`config.mk`:
```
export PLATFORM = sky130hd
export DESIGN_NAME = instr_sequencer
export DESIGN_NICKNAME = d
export VERILOG_FILES = /design/src/rtl/instr_sequencer.sv
export SDC_FILE = /design/constraint.sdc
export NUM_CORES = 1
export LEC_CHECK = 0
export ABC_CLOCK_PERIOD_IN_PS = 2400
export BUFFER_PORTS_ARGS = -buffer_cell sky130_fd_sc_hd__buf_2
export CORE_ASPECT_RATIO = 1.4
export CORE_MARGIN = 2
export CORE_UTILIZATION = 54
export DETAILED_ROUTE_END_ITERATION = 6
export PLACE_DENSITY_LB_ADDON = 0.15
export SYNTH_ARGS = -nofsm -noshare
export SYNTH_HDL_FRONTEND = slang
export SYNTH_SLANG_ARGS = --single-unit
```
`constraint.sdc`:
```
create_clock -name CLK -period 2.4 [get_ports CLK]
set_clock_uncertainty 0.05 [all_clocks]
set_input_delay 0.48 -clock CLK [delete_from_list [all_inputs] [get_ports CLK]]
set_output_delay 0.48 -clock CLK [all_outputs]
set_load 0.005 [all_outputs]
```
`src/rtl/instr_sequencer.sv`:
```
// instr_sequencer
//   Holds a small program of 10-bit words and steps an external processor
//   through it. Each step raises STEP for one cycle (ISSUE), then keeps STEP
//   low for GAP_CYC cycles (GAP). The word at PC is presented combinationally
//   on DATA_OUT. When the processor requests external data (EXT) the word is
//   consumed and PC advances. If EXT arrives after the last word has been
//   consumed, the block enters ERROR. Playback ends in FINISH once DONE has
//   been seen and the whole program has been consumed.
//
//   Optional feature, enabled by defining SEQ_STEP_WATCHDOG_EN:
//     a step watchdog counts consecutive steps that see DONE=0. The fourth
//     such step sends the sequencer to ERROR after its GAP. Without the
//     macro, no watchdog logic is built and stepping continues
//     indefinitely.

module instr_sequencer #(
  parameter int DEPTH   = 16,
  parameter int GAP_CYC = 2
) (
  input  logic                   CLK,
  input  logic                   RSTb,
  input  logic                   WR_EN,
  input  logic [9:0]             WR_DATA,
  input  logic                   LOAD_CLR,
  input  logic                   START,
  input  logic                   EXT,
  input  logic                   DONE,
  output logic [9:0]             DATA_OUT,
  output logic                   DATA_VALID,
  output logic                   STEP,
  output logic                   BUSY,
  output logic                   HALT,
  output logic                   ERR,
  output logic                   FULL,
  output logic [$clog2(DEPTH):0] PC,
  output logic [$clog2(DEPTH):0] COUNT
);

  localparam int AW = $clog2(DEPTH);
  localparam int PW = AW + 1;
  // The GAP counter runs from 0 to GAP_CYC-1.
  localparam int GW = (GAP_CYC > 1) ? $clog2(GAP_CYC) : 1;
  localparam logic [GW-1:0] GAP_LAST = GW'(GAP_CYC - 1);
  localparam logic [PW-1:0] DEPTH_V  = PW'(DEPTH);
  localparam logic [PW-1:0] PTR_ONE  = PW'(1);
  localparam logic [PW-1:0] PTR_ZERO = PW'(0);

  typedef enum logic [2:0] {
    S_IDLE   = 3'd0,
    S_ISSUE  = 3'd1,
    S_GAP    = 3'd2,
    S_FINISH = 3'd3,
    S_ERROR  = 3'd4
  } state_e;

  // State and datapath registers
  state_e          state_q, state_d;
  logic [PW-1:0]   pc_q, pc_d;
  logic [PW-1:0]   count_q, count_d;
  logic [GW-1:0]   gap_q, gap_d;
  logic            done_q, done_d;

  // Registered status outputs
  logic            step_q, step_d;
  logic            busy_q, busy_d;
  logic            halt_q, halt_d;
  logic            err_q, err_d;
  logic            full_q, full_d;

  // Program storage. It is deliberately not reset.
  logic [9:0]      mem_q [DEPTH];

  // Decoded events
  logic            wr_ok_s;
  logic            start_ok_s;
  logic            ext_take_s;
  logic            underrun_s;
  logic            gap_end_s;
  logic            wd_trip_s;

  // Read-path results
  logic [9:0]      data_out_s;
  logic            data_valid_s;

  // Decode the qualified events for this cycle. LOAD_CLR blocks writes.
  always_comb begin
    wr_ok_s    = WR_EN && !LOAD_CLR && !full_q && (state_q == S_IDLE);
    start_ok_s = START && (count_q != PTR_ZERO) &&
                 ((state_q == S_IDLE) || (state_q == S_FINISH));
    ext_take_s = (state_q == S_ISSUE) && EXT && (pc_q < count_q);
    underrun_s = (state_q == S_ISSUE) && EXT && (pc_q == count_q);
    gap_end_s  = (state_q == S_GAP) && (gap_q == GAP_LAST);
  end

`ifdef SEQ_STEP_WATCHDOG_EN
  // Watchdog: counts consecutive steps that see DONE=0. The count
  // saturates at 4.
  logic [2:0] wd_q, wd_d;

  // Update the count of consecutive DONE-less steps.
  always_comb begin
    wd_d = wd_q;
    if (LOAD_CLR) begin
      wd_d = 3'd0;
    end else if (start_ok_s) begin
      wd_d = 3'd0;
    end else if (state_q == S_ISSUE) begin
      if (DONE) begin
        wd_d = 3'd0;
      end else if (wd_q != 3'd4) begin
        wd_d = wd_q + 3'd1;
      end else begin
        wd_d = wd_q;
      end
    end else begin
      wd_d = wd_q;
    end
  end

  // Watchdog count register.
  always_ff @(posedge CLK or negedge RSTb) begin
    if (!RSTb) begin
      wd_q <= 3'd0;
    end else begin
      wd_q <= wd_d;
    end
  end

  assign wd_trip_s = (wd_q == 3'd4);
`else
  assign wd_trip_s = 1'b0;
`endif

  // FSM state register.
  always_ff @(posedge CLK or negedge RSTb) begin
    if (!RSTb) begin
      state_q <= S_IDLE;
    end else begin
      state_q <= state_d;
    end
  end

  // FSM next state. LOAD_CLR overrides every other input.
  always_comb begin
    state_d = state_q;
    if (LOAD_CLR) begin
      state_d = S_IDLE;
    end else begin
      case (state_q)
        S_IDLE, S_FINISH: begin
          if (start_ok_s) begin
            state_d = S_ISSUE;
          end else begin
            state_d = state_q;
          end
        end
        S_ISSUE: begin
          if (underrun_s) begin
            state_d = S_ERROR;
          end else begin
            state_d = S_GAP;
          end
        end
        S_GAP: begin
          if (!gap_end_s) begin
            state_d = S_GAP;
          end else if (wd_trip_s) begin
            state_d = S_ERROR;
          end else if (done_q && (pc_q == count_q)) begin
            state_d = S_FINISH;
          end else begin
            state_d = S_ISSUE;
          end
        end
        S_ERROR: begin
          state_d = S_ERROR;
        end
        default: begin
          state_d = S_IDLE;
        end
      endcase
    end
  end

  // FSM outputs. These are decoded from the next state so that the status
  // flops line up with state_q.
  always_comb begin
    step_d = 1'b0;
    busy_d = 1'b0;
    halt_d = 1'b0;
    err_d  = 1'b0;
    case (state_d)
      S_IDLE: begin
        step_d = 1'b0;
      end
      S_ISSUE: begin
        step_d = 1'b1;
        busy_d = 1'b1;
      end
      S_GAP: begin
        busy_d = 1'b1;
      end
      S_FINISH: begin
        halt_d = 1'b1;
      end
      S_ERROR: begin
        err_d = 1'b1;
      end
      default: begin
        step_d = 1'b0;
      end
    endcase
    full_d = (count_d == DEPTH_V);
  end

  // Datapath next values: PC, COUNT, GAP timer, and the DONE sampled
  // during ISSUE.
  always_comb begin
    pc_d    = pc_q;
    count_d = count_q;
    gap_d   = gap_q;
    done_d  = done_q;
    if (LOAD_CLR) begin
      pc_d    = PTR_ZERO;
      count_d = PTR_ZERO;
      gap_d   = {GW{1'b0}};
      done_d  = 1'b0;
    end else begin
      if (wr_ok_s) begin
        count_d = count_q + PTR_ONE;
      end else begin
        count_d = count_q;
      end

      if (start_ok_s) begin
        pc_d = PTR_ZERO;
      end else if (ext_take_s) begin
        pc_d = pc_q + PTR_ONE;
      end else begin
        pc_d = pc_q;
      end

      if (state_q == S_ISSUE) begin
        done_d = DONE;
        gap_d  = {GW{1'b0}};
      end else if ((state_q == S_GAP) && !gap_end_s) begin
        done_d = done_q;
        gap_d  = gap_q + GW'(1);
      end else begin
        done_d = done_q;
        gap_d  = gap_q;
      end
    end
  end

  // Datapath and status registers, cleared asynchronously.
  always_ff @(posedge CLK or negedge RSTb) begin
    if (!RSTb) begin
      pc_q    <= PTR_ZERO;
      count_q <= PTR_ZERO;
      gap_q   <= {GW{1'b0}};
      done_q  <= 1'b0;
      step_q  <= 1'b0;
      busy_q  <= 1'b0;
      halt_q  <= 1'b0;
      err_q   <= 1'b0;
      full_q  <= 1'b0;
    end else begin
      pc_q    <= pc_d;
      count_q <= count_d;
      gap_q   <= gap_d;
      done_q  <= done_d;
      step_q  <= step_d;
      busy_q  <= busy_d;
      halt_q  <= halt_d;
      err_q   <= err_d;
      full_q  <= full_d;
    end
  end

  // Program memory write at the current tail.
  always_ff @(posedge CLK) begin
    if (wr_ok_s) begin
      mem_q[count_q[AW-1:0]] <= WR_DATA;
    end
  end

  // Combinational read of the word at PC. Output is zero past the tail.
  always_comb begin
    if (pc_q < count_q) begin
      data_out_s   = mem_q[pc_q[AW-1:0]];
      data_valid_s = 1'b1;
    end else begin
      data_out_s   = 10'h000;
      data_valid_s = 1'b0;
    end
  end

  assign DATA_OUT   = data_out_s;
  assign DATA_VALID = data_valid_s;
  assign STEP       = step_q;
  assign BUSY       = busy_q;
  assign HALT       = halt_q;
  assign ERR        = err_q;
  assign FULL       = full_q;
  assign PC         = pc_q;
  assign COUNT      = count_q;

endmodule

```
Word level (Yosys, flattened, before mapping)
Memory sizes are Yosys's and may differ from the RTL's.
Cells that the tools add are included.

storage, ports and cells
  register bits after elaboration = 20
  memory bits (writable) = 160
  logic and storage cells = 71
  memories = 1

memories
  name   words  width  rd ports  clocked after Yosys merged registers in  write ports  line  text
  mem_q  16     10     1         0                                        1            71    logic [9:0] mem_q [DEPTH];

cells by class
  add/sub/neg operators = 3
  $lt $le $gt $ge = 1
  equal/unequal tests = 10
  muxes and demuxes = 24
  reduce and logical (&&, ||, !) cells = 22

operators with widths
  operator               number
  $mux W5                5
  $eq A3 B2 Y1 const B   4
  $mux W1                12
  $pmux W3 S4            1
  $logic_and A1 B1 Y1    11
  $add A5 B1 Y5 const B  2
  $mux W10               1
  $mux W3                3
  $eq A3 B1 Y1 const B   2
  $eq A3 B3 Y1 const B   2
  $reduce_bool A3 Y1     2
  $eq A5 B5 Y1           1
  $eq A5 B5 Y1 const B   1
  $lt A5 B5 Y1           1
  $reduce_bool A5 Y1     1
  $mux W2                2
  $reduce_or A2 Y1       2
  $logic_not A1 Y1       3
  $logic_not A3 Y1       1
  $reduce_bool A2 Y1     1
  $add A1 B1 Y1 const B  1
  $logic_or A1 B1 Y1     1

Logic depth before layout (Yosys ltp)
  depth after elaboration = 9
  mapped depth = 11
  depth with buffers taken out = 7

Least setup slack after synthesis
OpenSTA, ideal clock, no wires.

  path kind = reg-to-output
  start = register pc_q[0] (netlist: PC[0])
  end = output DATA_OUT[0]
  data arrival time = 2.097 ns
  required time = 1.870 ns
  path slack = -0.227 ns
  cell stages (with the launch flop) = 11
  path buffers = 5
  path through = dfrtp_1 -> buf_4 -> buf_6 -> buf_4 -> inv_1 -> ha_1 -> nand2b_1 -> o221ai_1 -> clkbuf_1 -> clkbuf_1 -> a211oi_1

between the ends
  cells in the longest elaborated chain, start to end = 2
  elaborated cells between the ends (all ways) = 3

RTL lines
  element                                          line  text
  start: declaration                               58    logic [PW-1:0] pc_q, pc_d;
  start signal: assignment                         269   pc_q <= pc_d;
  $mem_v2 Z16 W10 or $lt A5 B5 Y1 (tied branches)  n/a
  $mux W10 *                                       290   if (pc_q < count_q) begin
  end: declaration                                 28    output logic [9:0] DATA_OUT,

Every way passes the cells marked *; elsewhere a longest branch is shown, timed or not.

Worst setup path in the final report
  start = register pc_q[0] (netlist: PC[0])
  end = output DATA_OUT[1]

Same word-level chain as after synthesis.

==> impl_metrics.py <==
metrics = {
    "status": {
        "run_status": "complete, but fails checks",
        "violations": "negative setup slack",
    },
    "clock_tree": {
        "clockBufferDepth": 2,
        "cts_made_buffers": 17,
        "clock_latency_ps": 420,
        "cts_tree": "yes",
        "clock-root-buffer": "clkbuf_16",
        "h-tree-depth": 4,
        "clk_pin_slew_worst_paths_ps": 70,
        "cts_num_sinks": 180,
    },
    "final_layout": {
        "design_area_um2": 9010,
        "drive_above_1_share_pct": 39.5,
        "multiInputGateArea_um2": 2130,
        "area_delta_synth_final_pct": 21.3,
        "n_fill_cell": 926,
        "seqCellArea_um2": 5310,
        "fin_nets": 525,
    },
    "route": {
        "vias": 4147,
        "route.detailed.wl_per_inst_um": 23.2,
        "viasPerCell": 5.98,
        "drtAntennaViolNets": 0,
        "drt_iter0_markers": 338,
        "wl_mm": 16.1,
        "drc": 0,
        "dr.pass1.iters": 4,
    },
    "worst_hold_path": {
        "whs_endpoint": "done_q",
        "hold_class": "in2reg",
        "min_from": "DONE",
        "min_path_cells": 3,
    },
    "synthesis": {
        "syn_inst": 411,
        "ys_seq_elements": 180,
        "ys_types": 40,
        "yosysSeqAreaShare_pct": 71.4,
        "ys.flop_type": "edfxtp_1",
        "syn_area_per_cell_um2": 18.1,
        "syn_area_um2": 7430,
        "synth_edf_count": 160,
        "yosys_warnings": 0,
        "synth_fp_nets": 438,
        "synth-async-reset-ratio_pct": 11.1,
    },
    "critical_path": {
        "cp-startpoint": "PC[0]",
        "crit_chain": "buf_12 -> buf_12 -> mux4_2 -> nor2b_4 -> a211oi_2 -> a211oi_2 -> buf_2",
        "cp_data_required_time_ps": 1870,
        "r2r_cells": 10,
        "startpoint_type": "register",
        "r2r-start": "PC[0]",
        "slowest_stage": "mux4_2",
        "max_stage_delay_ps": 500,
        "worstPathArrival_ps": 2210,
        "worstPathMaxFanout": 5,
        "crit_type": "reg2out",
        "critical_path.reg2reg.endpoint": "PC[3]",
        "worst_setup_path_end_kind": "output pin",
        "r2r_slack_ps": 70,
    },
    "global_route": {
        "grt_pass1_wl_mm": 24.7,
        "overflow": 0,
        "grt_max_degree": 40,
        "grt_pass1_vias": 4231,
        "antenna_found_initial": 0,
        "grt_usage_pct": 23.9,
    },
    "timing": {
        "fmax_mhz": 366,
        "hold_viol": 0,
        "tns_ps": -3210,
        "fin_crit_ps": 2740,
        "setup_slack_ps": -335,
        "rsz0062_at_grt": "true",
        "worst_pin_slew_ps": 744,
        "finalCritPeriodShare_pct": 114,
        "drv_slew": 0,
        "slew_headroom_pct": 50.0,
        "setup_viol": 11,
    },
    "placement": {
        "gp_congestion": 0.854,
        "dpl_cell_area_um2": 8190,
        "dp_hpwl_mm": 9.97,
        "io_buffer_count": 42,
    },
    "floorplanning": {
        "io_pins": 43,
        "chipHeight_um": 143,
        "die_w_um": 103,
        "die-area_um2": 14700,
        "start_util_pct": 55.5,
        "core-area_um2": 13400,
        "num_rows": 50,
    },
    "pwr": {
        "vdd_ir_drop_max_v": 0.000493,
        "leakage_nw": 3.10,
        "power_density_nw_per_um2": 696,
    },
    "job": {
        "cap_violations": 0,
    },
}
[cell type report]
cell class	instances	share of cell area (%)
diodes	1	0.0278
clock buffers	22	5.15
clock inverters	10	0.763
inverters	13	0.541
multi-input cells	194	23.6
flip-flops and latches	180	58.9
well taps	182	2.53
repair buffers	92	8.54
[how the worst max path moves through the flow]
| stage | to | cells past startpoint |
|---|---|---|
| 6_report | DATA_OUT[1] | 7 |
| 5_1_grt | DATA_OUT[1] | 7 |
| 4_1_cts | DATA_OUT[1] | 6 |
| 3_5_place_dp | DATA_OUT[4] | 8 |
| 3_3_place_gp | DATA_OUT[0] | 6 |
| 2_1_floorplan | mem_q[1][0] | 5 |
[logic make-up after synthesis]
group,count (synthesis),share of synthesized area (%)
adders and majority gates,10,1.68
and+or+nand+nor,76,5.67
xor gates and xnor gates,1,0.118
AOI/OAI and AO/OA,54,4.92
buffers and inverters,37,2.34
muxes,53,13.9
DFF,180,71.4
[layer usage]
| metal | vias up | global-route usage, % | routed length [µm] |
|---|---|---|---|
| met5 | - | 0 | 0 |
| met4 | 0 | 9.21 | 515 |
| met3 | 34 | 4.60 | 634 |
| met2 | 123 | 40.1 | 8490 |
| met1 | 2160 | 30.9 | 6470 |
| li1 | 1830 | - | - |
[cells in the final DEF, fill, tap and decap left out, types with 3 or more instances in the layout]
| cell type | netlist | final |
|---|---|---|
| mux4_2 | 40 | 40 |
| o21ai_0 | 8 | 7 |
| nor3_1 | 5 | 4 |
| a211oi_1 | 22 | 6 |
| inv_1 | 13 | 12 |
| mux2i_1 | 12 | 7 |
| clkbuf_1 | 12 | 3 |
| buf_6 | 2 | 3 |
| buf_12 | 0 | 13 |
| buf_2 | 7 | 42 |
| or4_1 | 5 | 4 |
| dfrtp_1 | 20 | 18 |
| nor2_1 | 20 | 19 |
| nand3_1 | 7 | 7 |
| edfxtp_1 | 160 | 160 |
| a211oi_2 | 0 | 15 |
| mux2i_2 | 0 | 3 |
| o31ai_1 | 5 | 5 |
| buf_4 | 3 | 32 |
| a21oi_1 | 12 | 11 |
| nand2_1 | 14 | 14 |
| nor2b_1 | 10 | 6 |
| ha_1 | 10 | 9 |
| clkbuf_16 | 0 | 17 |
| nor2b_2 | 0 | 3 |
| inv_4 | 0 | 4 |
| inv_6 | 0 | 3 |
[cell usage after synthesis, types with 8 or more instances]
library cell / instances / area share (%)
edfxtp_1: 160 / 65
mux4_2: 40 / 12
a211oi_1: 22 / 2.2
dfrtp_1: 20 / 6.7
nor2_1: 20 / 1.0
nand2_1: 14 / 0.71
inv_1: 13 / 0.66
a21oi_1: 12 / 0.81
clkbuf_1: 12 / 0.61
mux2i_1: 12 / 1.6
ha_1: 10 / 1.7
nor2b_1: 10 / 0.84
o21ai_0: 8 / 0.54
[what timing repair did]
action / in CTS / in global routing
setup buffers: 7 / 1
hold buffers: 1 / 0
gates cloned: 1 / 0
gates resized for setup: 31 / 14
endpoints found under the hold margin: 20 / 0
pin swaps: 12 / 7
setup endpoints to repair: 11 / 52
[worst max-delay path: cells and delay by family, from the launching register on]
| family | cells | cell delay [ps] |
|---|---|---|
| buffers and inverters | 3 | 390 |
| AND/OR/NAND/NOR | 1 | 140 |
| AO/OA/AOI/OAI | 2 | 300 |
| flip-flops | 1 | 450 |
| multiplexers | 1 | 500 |
[metrics by stage]
stage | power, mW | setup WS [ps] | hold WS, ps | cells | utilization, %
global placement | 3.78 | 11.1 | 413 | 654 | 61.2
detailed placement | 3.79 | -2.53 | 418 | 654 | 61.2
global route | 6.47 | -420 | 246 | 693 | 67.3
CTS | 6.31 | -370 | 236 | 693 | 66.9
finish | 6.27 | -335 | 254 | 694 | 67.3
floorplan | 3.65 | -132 | 134 | 411 | -
[flip-flops by register name, summed over array words and instances, names as in the netlist]
name     flops
mem_q      160
BUSY         1
FULL         1
done_q       1
state_q      3
COUNT        5
gap_q        1
HALT         1
PC           5
ERR          1
STEP         1
[power by group]
| group | internal [mW] | switching (mW) |
|---|---|---|
| Clock | 1.39 | 1.12 |
| Sequential | 3.44 | 0.0110 |
| Combinational | 0.129 | 0.185 |
| Total | 4.96 | 1.32 |
(Power assumes the default switching activity.)
